<file path="src/rtl/fetch_controller.sv">
// fetch_controller: owns the PC, issues one instruction-memory read per cycle and hands words to the decoder
// Ports: clk/rst (sync, active-high); en fetch enable; imem_en/imem_addr/imem_rdata 1-cycle registered
// instruction memory; redirect_valid/redirect_pc new PC; dec_valid/dec_ready/dec_instr/dec_pc decoder
// handshake; misalign_err sticky flag for a misaligned redirect target.
module fetch_controller #(
  parameter int ADDR_W = 32,
  parameter logic [ADDR_W-1:0] RESET_PC = '0
) (
  input  logic              clk,
  input  logic              rst,
  input  logic              en,
  output logic              imem_en,
  output logic [ADDR_W-1:0] imem_addr,
  input  logic [ADDR_W-1:0] imem_rdata,
  input  logic              redirect_valid,
  input  logic [ADDR_W-1:0] redirect_pc,
  output logic              dec_valid,
  input  logic              dec_ready,
  output logic [ADDR_W-1:0] dec_instr,
  output logic [ADDR_W-1:0] dec_pc,
  output logic              misalign_err
);
  typedef enum logic [1:0] {RUN, HALT, ERROR} state_t;
  state_t state_q, state_d;
  logic [ADDR_W-1:0] pc_q, pc_d, req_pc_q, req_pc_d;
  logic [ADDR_W-1:0] out_instr_q, out_instr_d, out_pc_q, out_pc_d;
  logic [ADDR_W-1:0] skid_instr_q, skid_instr_d, skid_pc_q, skid_pc_d;
  logic inflight_q, inflight_d, out_v_q, out_v_d, skid_v_q, skid_v_d, mis_q, mis_d;
  logic fire, issue;
  logic [1:0] occ, occ_next;
  assign fire = out_v_q & dec_ready;
  assign occ = {1'b0, out_v_q} + {1'b0, skid_v_q};
  // fire implies out_v_q, so this never underflows
  assign occ_next = occ + {1'b0, inflight_q} - {1'b0, fire};
  // only issue when the returning word is guaranteed a buffer slot
  assign issue = !rst && state_q == RUN && en && !redirect_valid && occ_next <= 2'd1;
  assign imem_en = issue;
  assign imem_addr = rst ? RESET_PC : pc_q;
  assign dec_valid = out_v_q;
  assign dec_instr = out_instr_q;
  assign dec_pc = out_pc_q;
  assign misalign_err = mis_q;
  always_comb begin
    state_d = state_q;
    mis_d = mis_q;
    pc_d = issue ? pc_q + ADDR_W'(4) : pc_q;
    req_pc_d = pc_q;
    inflight_d = issue;
    out_v_d = out_v_q;
    out_instr_d = out_instr_q;
    out_pc_d = out_pc_q;
    skid_v_d = skid_v_q;
    skid_instr_d = skid_instr_q;
    skid_pc_d = skid_pc_q;
    if (redirect_valid) begin
      mis_d = |redirect_pc[1:0];
      state_d = mis_d ? ERROR : (en ? RUN : HALT);
      pc_d = redirect_pc;
      out_v_d = 1'b0;
      skid_v_d = 1'b0;
    end else begin
      if (state_q == RUN && !en) state_d = HALT;
      if (state_q == HALT && en) state_d = RUN;
      if (fire && skid_v_q) begin
        out_instr_d = skid_instr_q;
        out_pc_d = skid_pc_q;
        skid_v_d = inflight_q;
        skid_instr_d = imem_rdata;
        skid_pc_d = req_pc_q;
      end else if (!out_v_q || fire) begin
        out_v_d = inflight_q;
        out_instr_d = inflight_q ? imem_rdata : out_instr_q;
        out_pc_d = inflight_q ? req_pc_q : out_pc_q;
      end else if (inflight_q) begin
        skid_v_d = 1'b1;
        skid_instr_d = imem_rdata;
        skid_pc_d = req_pc_q;
      end
    end
  end
  always_ff @(posedge clk) begin
    if (rst) begin
      state_q <= RUN;
      pc_q <= RESET_PC;
      req_pc_q <= '0;
      inflight_q <= 1'b0;
      out_v_q <= 1'b0;
      out_instr_q <= '0;
      out_pc_q <= '0;
      skid_v_q <= 1'b0;
      skid_instr_q <= '0;
      skid_pc_q <= '0;
      mis_q <= 1'b0;
    end else begin
      state_q <= state_d;
      pc_q <= pc_d;
      req_pc_q <= req_pc_d;
      inflight_q <= inflight_d;
      out_v_q <= out_v_d;
      out_instr_q <= out_instr_d;
      out_pc_q <= out_pc_d;
      skid_v_q <= skid_v_d;
      skid_instr_q <= skid_instr_d;
      skid_pc_q <= skid_pc_d;
      mis_q <= mis_d;
    end
  end
endmodule

</file>
<file path="config.mk">
export PLATFORM = sky130hd
export DESIGN_NAME = fetch_controller
export DESIGN_NICKNAME = d
export VERILOG_FILES = /design/src/rtl/fetch_controller.sv
export SDC_FILE = /design/constraint.sdc
export NUM_CORES = 1
export LEC_CHECK = 0
export CAP_MARGIN = 20
export CELL_PAD_IN_SITES_DETAIL_PLACEMENT = 1
export CELL_PAD_IN_SITES_GLOBAL_PLACEMENT = 2
export CORE_UTILIZATION = 34
export CTS_BUF_LIST = sky130_fd_sc_hd__clkbuf_8
export DETAILED_ROUTE_END_ITERATION = 10
export PLACE_DENSITY_LB_ADDON = 0.15
export SETUP_SLACK_MARGIN = 0.1
export SYNTH_ARGS = -nofsm -noshare
export SYNTH_HDL_FRONTEND = slang
export SYNTH_SLANG_ARGS = --single-unit
</file>
<file path="constraint.sdc">
create_clock -name clk -period 5.6 [get_ports clk]
set_input_delay 1.12 -clock clk [delete_from_list [all_inputs] [get_ports clk]]
set_output_delay 1.12 -clock clk [all_outputs]
set_load 0.02 [all_outputs]
</file>
==> results of run 1 <==
==> critical path: stages <==
cell and delay (ps):
clkdlybuf4s50_1 550, and2_0 250, ha_1 270, inv_1 60, ha_1 220, a21oi_2 260, mux2_2 420, nand2b_1 240
inv_1 90, clkdlybuf4s50_1 550
==> worst min path at each step <==
stage                startpoint          endpoint  slack [ps]  depth (start not counted)
2_1_floorplan       req_pc_q[0]      skid_pc_q[0]         430                          2
3_3_place_gp        req_pc_q[9]      skid_pc_q[9]         440                          2
3_5_place_dp   skid_instr_q[15]  skid_instr_q[15]         450                          2
4_1_cts           skid_pc_q[30]     skid_pc_q[30]         460                          2
5_1_grt             req_pc_q[1]      skid_pc_q[1]         470                          2
6_report        skid_instr_q[4]   skid_instr_q[4]         460                          2
==> cell families after synthesis <==
logic type | count (synthesis) | share of synthesized area, %
AOI/OAI and AO/OA | 182 | 14.91
buffers and inverters | 78 | 3.860
adders and majority gates | 3 | 0.4765
DFF | 198 | 50.32
muxes | 69 | 8.783
and+or+nand+nor | 339 | 19.43
xor gates and xnor gates | 20 | 2.224
==> layout by cell type, fill, tap and decap left out, types with 17 or more instances in the layout <==
| cell type | synthesis | routed |
|---|---|---|
| dfxtp_1 | 198 | 198 |
| clkdlybuf4s50_1 | 0 | 166 |
| nand2_1 | 150 | 149 |
| nor2_1 | 95 | 95 |
| a211oi_1 | 84 | 83 |
| a21oi_1 | 74 | 74 |
| mux2i_1 | 68 | 67 |
| nor2b_1 | 30 | 30 |
| xnor2_1 | 19 | 19 |
| clkbuf_8 | 0 | 17 |
==> through the flow <==
step | hold WS [ps] | power [mW] | utilization [%] | std cells
after CTS | 462.1 | 2.740 | 44.87 | 1316
after global routing | 474.1 | 2.818 | 44.96 | 1317
after floorplan | 431.5 | 1.647 | - | 889
after global placement | 440.3 | 1.792 | 43.06 | 1284
after detailed placement | 446.1 | 1.793 | 43.06 | 1284
final | 459.8 | 2.690 | 44.96 | 1317
==> final cells by class <==
class | count | area [µm²] | area share [%]
inverters | 10 | 37.54 | 0.3676
well taps | 285 | 356.6 | 3.493
repair buffers | 179 | 1800 | 17.63
flip-flops and latches | 198 | 3964 | 38.82
multi-input cells | 613 | 3640 | 35.65
clock buffers | 17 | 234.0 | 2.292
clock inverters | 15 | 177.7 | 1.740
==> registers in the layout (all words and copies together), names as in the netlist <==
register	count
dec_instr	32
dec_pc	32
dec_valid	1
inflight_q	1
misalign_err	1
pc_q	32
req_pc_q	32
skid_instr_q	32
skid_pc_q	32
skid_v_q	1
state_q	2
==> power groups by stage <==
stage | Clock (mW) | Sequential [mW] | Combinational, mW
after floorplan | 0 | 1.52 | 0.123
after global placement | 0 | 1.52 | 0.276
after detailed placement | 0 | 1.52 | 0.276
after CTS | 0.978 | 1.48 | 0.277
after global routing | 1.03 | 1.49 | 0.297
final | 0.932 | 1.48 | 0.273
==> metal layers <==
metal	GRT usage, %	vias up
li1	-	3344
met1	25.47	3030
met2	28.77	118
met3	3.026	16
met4	5.286	0
met5	0	-
==> impl_metrics.json, run 1 <==
{
  "status": "finished clean",
  "setup_tns_ps": 0,
  "drtIter0Drc": 231,
  "switchingPower_mw": 0.7610,
  "overflow": 0,
  "worst_pin_slew_ps": 1073,
  "wl_mm": 21.15,
  "grt_usage_pct": 18.21,
  "cts_max_level": 4,
  "setup_viol": 0,
  "io_pins": 168,
  "wl_met3_um": 590,
  "dr_total_vias": 6508,
  "fill_cells": 2606,
  "routed.top_layer": "met4",
  "wl_met1_mm": 10.75,
  "fmax_ghz": 0.1939,
  "post_cts_buffers": 0,
  "antenna_cells": 0,
  "r2r-end": "pc_q[13]",
  "setup.worst_path.end": "imem_en",
  "drt-pass1-iter-count": 4,
  "portBuffers": 167,
  "yosysWarnings": 0,
  "peakVddDrop_v": 0.0001300,
  "dpl_cell_area_mm2": 0.009778,
  "ys_top_cells_by_area": "dfxtp_1 (50%), mux2i_1 (8.6%), a211oi_1 (8.0%), nand2_1 (7.1%), a21oi_1 (4.7%)",
  "final_nets": 1091,
  "die-area_mm2": 0.02378,
  "area_growth_pct": 29.61,
  "dpl_worst_slack_ps": 443.4,
  "antenna_found_initial": 0,
  "yosys.area.top_type": "dfxtp_1",
  "numCtsBuffers": 17,
  "core_mm2": 0.02271,
  "crit_path_end_kind": "primary output",
  "cellLeakagePower_nw": 3.789,
  "power_frac_seq_pct": 55.2,
  "grt_pass1_vias": 6390,
  "slew_viol_final": 0,
  "syn_nets": 961,
  "max-cap-violations": 0,
  "comb_power_share_pct": 10.2,
  "yosysMostFrequentCell": "dfxtp_1",
  "power_density_mw_per_mm2": 263.4,
  "finalClockSkew_ps": 18.02,
  "dp_hpwl_mm": 14.31,
  "p_clk_share_pct": 34.7,
  "syn_area_per_cell_um2": 8.861,
  "rr_startpoint": "dec_valid",
  "min_path_type": "register to register",
  "place_congestion": 0.8146,
  "drive_above_1_share_pct": 5.620,
  "ant_nets": 0,
  "startpoint": "dec_ready",
  "finalHoldViolations": 0,
  "ys_async_sr_fraction_pct": 0,
  "fin_ws_ps": 441.4,
  "ys_seq_area_share_pct": 50.32,
  "initial_core_util_pct": 34.69,
  "grt_max_degree": 102,
  "synth.distinct_cells": 44,
  "period_minus_slack_ps": 5159,
  "cts_sinks": 198,
  "drc": 0,
  "cp.required_ps": 4480,
  "cts-resized-gates": 0,
  "fp.dieW_um": 154.2,
  "r2r.worst_path.cells": 10,
  "grt_pass1_wl_mm": 34.15,
  "clkLatencyLatePin_ps": 470,
  "netlist.area_leader.share_pct": 50.32,
  "ys_ff_latch": 198,
  "syn_inst": 889,
  "die_y_um": 154.2,
  "slew_headroom_pct": 28.47,
  "cts_tree": "built",
  "p_int_mw": 1.929,
  "clk_path_buf_depth": 2,
  "wl_per_cell_um": 16.06,
  "syn_area_mm2": 0.007878,
  "synth_flop_cell": "dfxtp_1",
  "switching_share_pct": 28.29,
  "path_clk_slew_ps": 110,
  "clock-root-buffer": "clkbuf_8",
  "fin_crit_sh_pct": 92.12,
  "hold_buffers": 0,
  "stdcell_area_mm2": 0.01021,
  "start_kind": "primary input",
  "row_count": 55,
  "synth_edf_count": 0,
  "rsz0062_at_grt": "false",
  "r2r_slack_ps": 2370,
  "dr_wl_met2_mm": 9.528,
  "synth_common_cells": "dfxtp_1 (198), nand2_1 (150), nor2_1 (95), a211oi_1 (84), a21oi_1 (74)",
  "path_max_fanout": 8,
  "path_class": "primary input to primary output",
  "drt-vias-per-instance": 4.942,
  "arrival_ps": 4040
}
Note: power is estimated with default switching activity, not from simulation.
==> run 2: changes to the inputs <==
--- a/config.mk
+++ b/config.mk
@@ -5,12 +5,12 @@
 export SDC_FILE = /design/constraint.sdc
 export NUM_CORES = 1
 export LEC_CHECK = 0
-export CAP_MARGIN = 20
 export CELL_PAD_IN_SITES_DETAIL_PLACEMENT = 1
 export CELL_PAD_IN_SITES_GLOBAL_PLACEMENT = 2
 export CORE_UTILIZATION = 34
 export CTS_BUF_LIST = sky130_fd_sc_hd__clkbuf_8
 export DETAILED_ROUTE_END_ITERATION = 10
+export MAX_ROUTING_LAYER = met4
 export PLACE_DENSITY_LB_ADDON = 0.15
 export SETUP_SLACK_MARGIN = 0.1
 export SYNTH_ARGS = -nofsm -noshare
==> impl_metrics.json, run 2 (synthesis results as in run 1) <==
{
  "status": "finished clean",
  "r2r.worst_path.cells": 10,
  "placed_cells": 1284,
  "min_path_type": "register to register",
  "final_common_cell": "dfxtp_1",
  "die-area_mm2": 0.02378,
  "crit_path_end_kind": "primary output",
  "initial_core_util_pct": 34.69,
  "drt-vias-per-instance": 4.944,
  "fin_crit_sh_pct": 92.10,
  "multi_input_area_mm2": 0.003640,
  "drtIter0Drc": 256,
  "drive_above_1_share_pct": 5.529,
  "drt-pass1-iter-count": 4,
  "min_path_cells": 2,
  "numCtsBuffers": 17,
  "p_clk_share_pct": 34.7,
  "drc": 0,
  "wl_met3_um": 607,
  "finalClockSkew_ps": 18.17,
  "final_nets": 1090,
  "regArea_mm2": 0.003964,
  "core_mm2": 0.02271,
  "p_int_mw": 1.929,
  "grt_max_degree": 102,
  "rsz0062_at_grt": "false",
  "grt_usage_pct": 18.76,
  "layout_common_cells": "dfxtp_1 (198), clkdlybuf4s50_1 (166), nand2_1 (149), nor2_1 (95), a211oi_1 (83)",
  "power_density_mw_per_mm2": 264.1,
  "hold_buffers": 0,
  "cts_tree": "built",
  "startpoint": "dec_ready",
  "fmax_ghz": 0.1939,
  "path_cells": "clkdlybuf4s50_1, and2_0, ha_1, inv_1, ha_1, a21oi_2, mux2_2, nand2b_1, inv_1, clkdlybuf4s50_1",
  "post_cts_buffers": 0,
  "hp-start": "skid_pc_q[21]",
  "fill_cells": 2606,
  "final_util_pct": 44.87,
  "routed.top_layer": "met4",
  "cpPeakStageDelay_ps": 550,
  "wl_per_cell_um": 16.09,
  "worst_pin_slew_ps": 1070,
  "portBuffers": 167,
  "dr_wl_met2_mm": 9.522,
  "slew_viol_final": 0,
  "fp.dieW_um": 154.2,
  "switchingPower_mw": 0.7623,
  "switching_share_pct": 28.33,
  "power_frac_seq_pct": 55.2,
  "antenna_cells": 0,
  "cts_max_level": 4,
  "wl_mm": 21.17,
  "path_max_fanout": 8,
  "cp.required_ps": 4480,
  "hold_slack_ps": 459.1,
  "row_count": 55,
  "die_y_um": 154.2,
  "dpl_cell_area_mm2": 0.009778,
  "clk_path_buf_depth": 2,
  "path_clk_slew_ps": 100,
  "max-cap-violations": 0,
  "area_growth_pct": 29.35,
  "ant_nets": 0,
  "cts_sinks": 198,
  "cpMaxStageDelayCell": "clkdlybuf4s50_1",
  "setup_viol": 0,
  "final_cells": 1316,
  "antenna_found_initial": 0,
  "clock-root-buffer": "clkbuf_8",
  "dp_hpwl_mm": 14.31,
  "rr_startpoint": "dec_valid",
  "clkLatencyLatePin_ps": 470,
  "grt_pass1_vias": 6377,
  "cellLeakagePower_nw": 3.778,
  "dr_total_vias": 6506,
  "finalHoldViolations": 0,
  "setup_tns_ps": 0,
  "arrival_ps": 4040,
  "wl_met1_mm": 10.76,
  "slew_headroom_pct": 28.69,
  "grt_pass1_wl_mm": 34.14,
  "stdcell_area_mm2": 0.01019,
  "io_pins": 168,
  "comb_power_share_pct": 10.2,
  "start_kind": "primary input",
  "peakVddDrop_v": 0.0001301,
  "path_class": "primary input to primary output",
  "cts-resized-gates": 0,
  "overflow": 0,
  "place_congestion": 0.8267,
  "period_minus_slack_ps": 5157
}
[run 2: changes by cell type in the layout (fill, tap and decap cells not counted)]
cell and change:
buf_12 -1
[run 2: worst paths after layout]
kind                         to  slack [ps]
setup / recovery        imem_en         440
hold / removal    skid_pc_q[21]         460
setup reg to reg       pc_q[13]        2340
hold reg to reg   skid_pc_q[21]         460
[run 2: layer usage]
metal	global-route usage [%]	vias up
met5	-	-
met4	5.286	0
met3	3.026	17
met2	28.79	125
met1	25.45	3018
li1	-	3346
[run 2: metrics by stage]
stage,total power [mW],worst slack (ps)
floorplan,1.647,1735
global route,2.819,339.3
CTS,2.740,425.7
global placement,1.792,467.5
detailed placement,1.793,443.4
finish,2.691,442.6
[run 2: layout make-up]
type                    instances  share of cell area, %
flip-flops and latches        198                  38.90
multi-input cells             613                  35.72
repair buffers                178                  17.47
well taps                     285                  3.499
clock buffers                  17                  2.296
clock inverters                15                  1.744
inverters                      10                 0.3684
[run 2: power groups by stage]
stage	Clock, mW	Combinational [mW]	Sequential, mW
final	0.933	0.273	1.48
after global routing	1.03	0.297	1.49
after CTS	0.978	0.277	1.48
after detailed placement	0	0.276	1.52
after global placement	0	0.276	1.52
after floorplan	0	0.123	1.52
[run 2: critical path, delay by kind of cell]
family | cells | cell delay, ps
AO/OA/AOI/OAI | 1 | 260
multiplexers | 1 | 420
AND/OR/NAND/NOR | 2 | 490
buffers and inverters | 4 | 1250
adder cells (fa/ha/maj) | 2 | 490
==> run 3: changes to the inputs <==
==> constraint.sdc (replaced) <==
create_clock -name clk -period 6 [get_ports clk]
set_input_delay 1.2 -clock clk [delete_from_list [all_inputs] [get_ports clk]]
set_output_delay 1.2 -clock clk [all_outputs]
set_load 0.02 [all_outputs]
==> impl_metrics.json, run 3 (synthesis results as in run 1) <==
{
  "status": "finished clean",
  "post_cts_buffers": 0,
  "setup_viol": 0,
  "grt_max_degree": 129,
  "place_congestion": 0.8015,
  "grt_pass1_vias": 6445,
  "hp-start": "req_pc_q[12]",
  "area_growth_pct": 28.91,
  "row_count": 55,
  "slew_headroom_pct": 38.41,
  "start_kind": "primary input",
  "fill_cells": 2652,
  "layout_common_cells": "dfxtp_1 (198), clkdlybuf4s50_1 (166), nand2_1 (149), nor2_1 (95), a211oi_1 (83)",
  "drive_above_1_share_pct": 5.437,
  "portBuffers": 167,
  "r2r_slack_ps": 2720,
  "setup_tns_ps": 0,
  "cpMaxStageDelayCell": "clkdlybuf4s50_1",
  "dr_total_vias": 6553,
  "grt_pass1_wl_mm": 34.60,
  "drt-pass1-iter-count": 4,
  "r2r.worst_path.cells": 10,
  "min_path_type": "register to register",
  "finalClockSkew_ps": 17.48,
  "fin_crit_sh_pct": 87.94,
  "overflow": 0,
  "die_y_um": 154.2,
  "path_cells": "clkdlybuf4s50_1, and2_0, ha_1, inv_1, ha_1, a21oi_2, mux2_2, nand2b_1, inv_1, clkdlybuf4s50_1",
  "cts_tree": "built",
  "cpPeakStageDelay_ps": 550,
  "clock-root-buffer": "clkbuf_8",
  "ant_nets": 0,
  "clkLatencyLatePin_ps": 480,
  "dpl_worst_slack_ps": 708.1,
  "dp_hpwl_mm": 14.27,
  "finalHoldViolations": 0,
  "hold_buffers": 0,
  "arrival_ps": 4080,
  "wl_mm": 21.64,
  "r2r-end": "pc_q[16]",
  "antenna_found_initial": 0,
  "power_density_mw_per_mm2": 246.8,
  "cts_sinks": 198,
  "peakVddDrop_v": 0.0001347,
  "fmax_ghz": 0.1895,
  "path_class": "primary input to primary output",
  "drc": 0,
  "crit_path_end_kind": "primary output",
  "fp.dieW_um": 154.2,
  "fin_ws_ps": 723.8,
  "final_common_cell": "dfxtp_1",
  "slew_viol_final": 0,
  "cts-resized-gates": 0,
  "cp.required_ps": 4800,
  "final_nets": 1089,
  "rr_startpoint": "dec_valid",
  "io_pins": 168,
  "path_clk_slew_ps": 100,
  "max-cap-violations": 0,
  "worst_pin_slew_ps": 923.9,
  "initial_core_util_pct": 34.69,
  "clk_path_buf_depth": 2,
  "wl_per_cell_um": 16.45,
  "hold_path_end": "skid_pc_q[12]",
  "hold_slack_ps": 457.8,
  "core_mm2": 0.02271,
  "rsz0062_at_grt": "false",
  "path_max_fanout": 8,
  "numCtsBuffers": 17,
  "cts_max_level": 4,
  "cellLeakagePower_nw": 3.764,
  "grt_usage_pct": 18.99,
  "min_path_cells": 2,
  "drtIter0Drc": 304,
  "drt-vias-per-instance": 4.983,
  "antenna_cells": 0,
  "die-area_mm2": 0.02378,
  "period_minus_slack_ps": 5276
}
run 3: cell types whose count changed in the layout (fill, tap and decap cells not counted):
cell	previous run	this run
buf_12	2	1
clkbuf_8	17	18
clkinv_4	0	1
clkinv_8	5	2
inv_8	4	5
run 3: metrics by stage:
| step | cell area [µm²] | cells | utilization (%) | power [mW] |
|---|---|---|---|---|
| 2_1_floorplan | 7878 | 889 | - | 1.537 |
| 4_1_cts | 10150 | 1315 | 44.72 | 2.550 |
| 5_1_grt | 10150 | 1315 | 44.72 | 2.629 |
| 6_report | 10150 | 1315 | 44.72 | 2.506 |
| 3_3_place_gp | 9758 | 1283 | 42.97 | 1.672 |
| 3_5_place_dp | 9758 | 1283 | 42.97 | 1.674 |
run 3: metal layers:
metal / vias to the layer above / GRT usage, % / wire, µm / part of all wire (%)
met1: 3069 / 25.44 / 10980 / 51
met5: - / - / 0 / 0
met2: 118 / 29.39 / 9661 / 45
met4: 0 / 5.714 / 298 / 1.4
li1: 3343 / - / - / -
met3: 23 / 3.054 / 700 / 3.2
run 3: critical path, delay by kind of cell:
family	cells	cell delay [ps]
muxes	1	430
adders and majority gates	2	480
and+or+nand+nor	2	480
AOI/OAI and AO/OA	1	260
buffers and inverters	4	1230
run 3: how the worst max path moves through the flow:
| stage | startpoint | end | slack (ps) |
|---|---|---|---|
| after floorplan | dec_ready | imem_en | 1980 |
| after global placement | dec_ready | imem_en | 740 |
| after detailed placement | dec_ready | imem_en | 710 |
| after CTS | dec_ready | imem_en | 700 |
| after global routing | dec_ready | imem_en | 550 |
| final | dec_ready | imem_en | 720 |
run 3: final cells by class:
cell class / instances / area, µm² / share of cell area [%]
Clock buffer: 18 / 247.7 / 2.440
Clock inverter: 14 / 148.9 / 1.466
Inverter: 10 / 37.54 / 0.3696
Multi-Input combinational cell: 613 / 3640 / 35.84
Sequential cell: 198 / 3964 / 39.03
Tap cell: 285 / 356.6 / 3.512
Timing Repair Buffer: 177 / 1760 / 17.34
run 3: power breakdown:
| part | internal (mW) | switching, mW | leakage [nW] | total [mW] |
|---|---|---|---|---|
| registers | 1.35 | 0.0324 | 1.61 | 1.39 |
| clock network | 0.326 | 0.538 | 0.200 | 0.865 |
| logic | 0.124 | 0.132 | 1.95 | 0.257 |
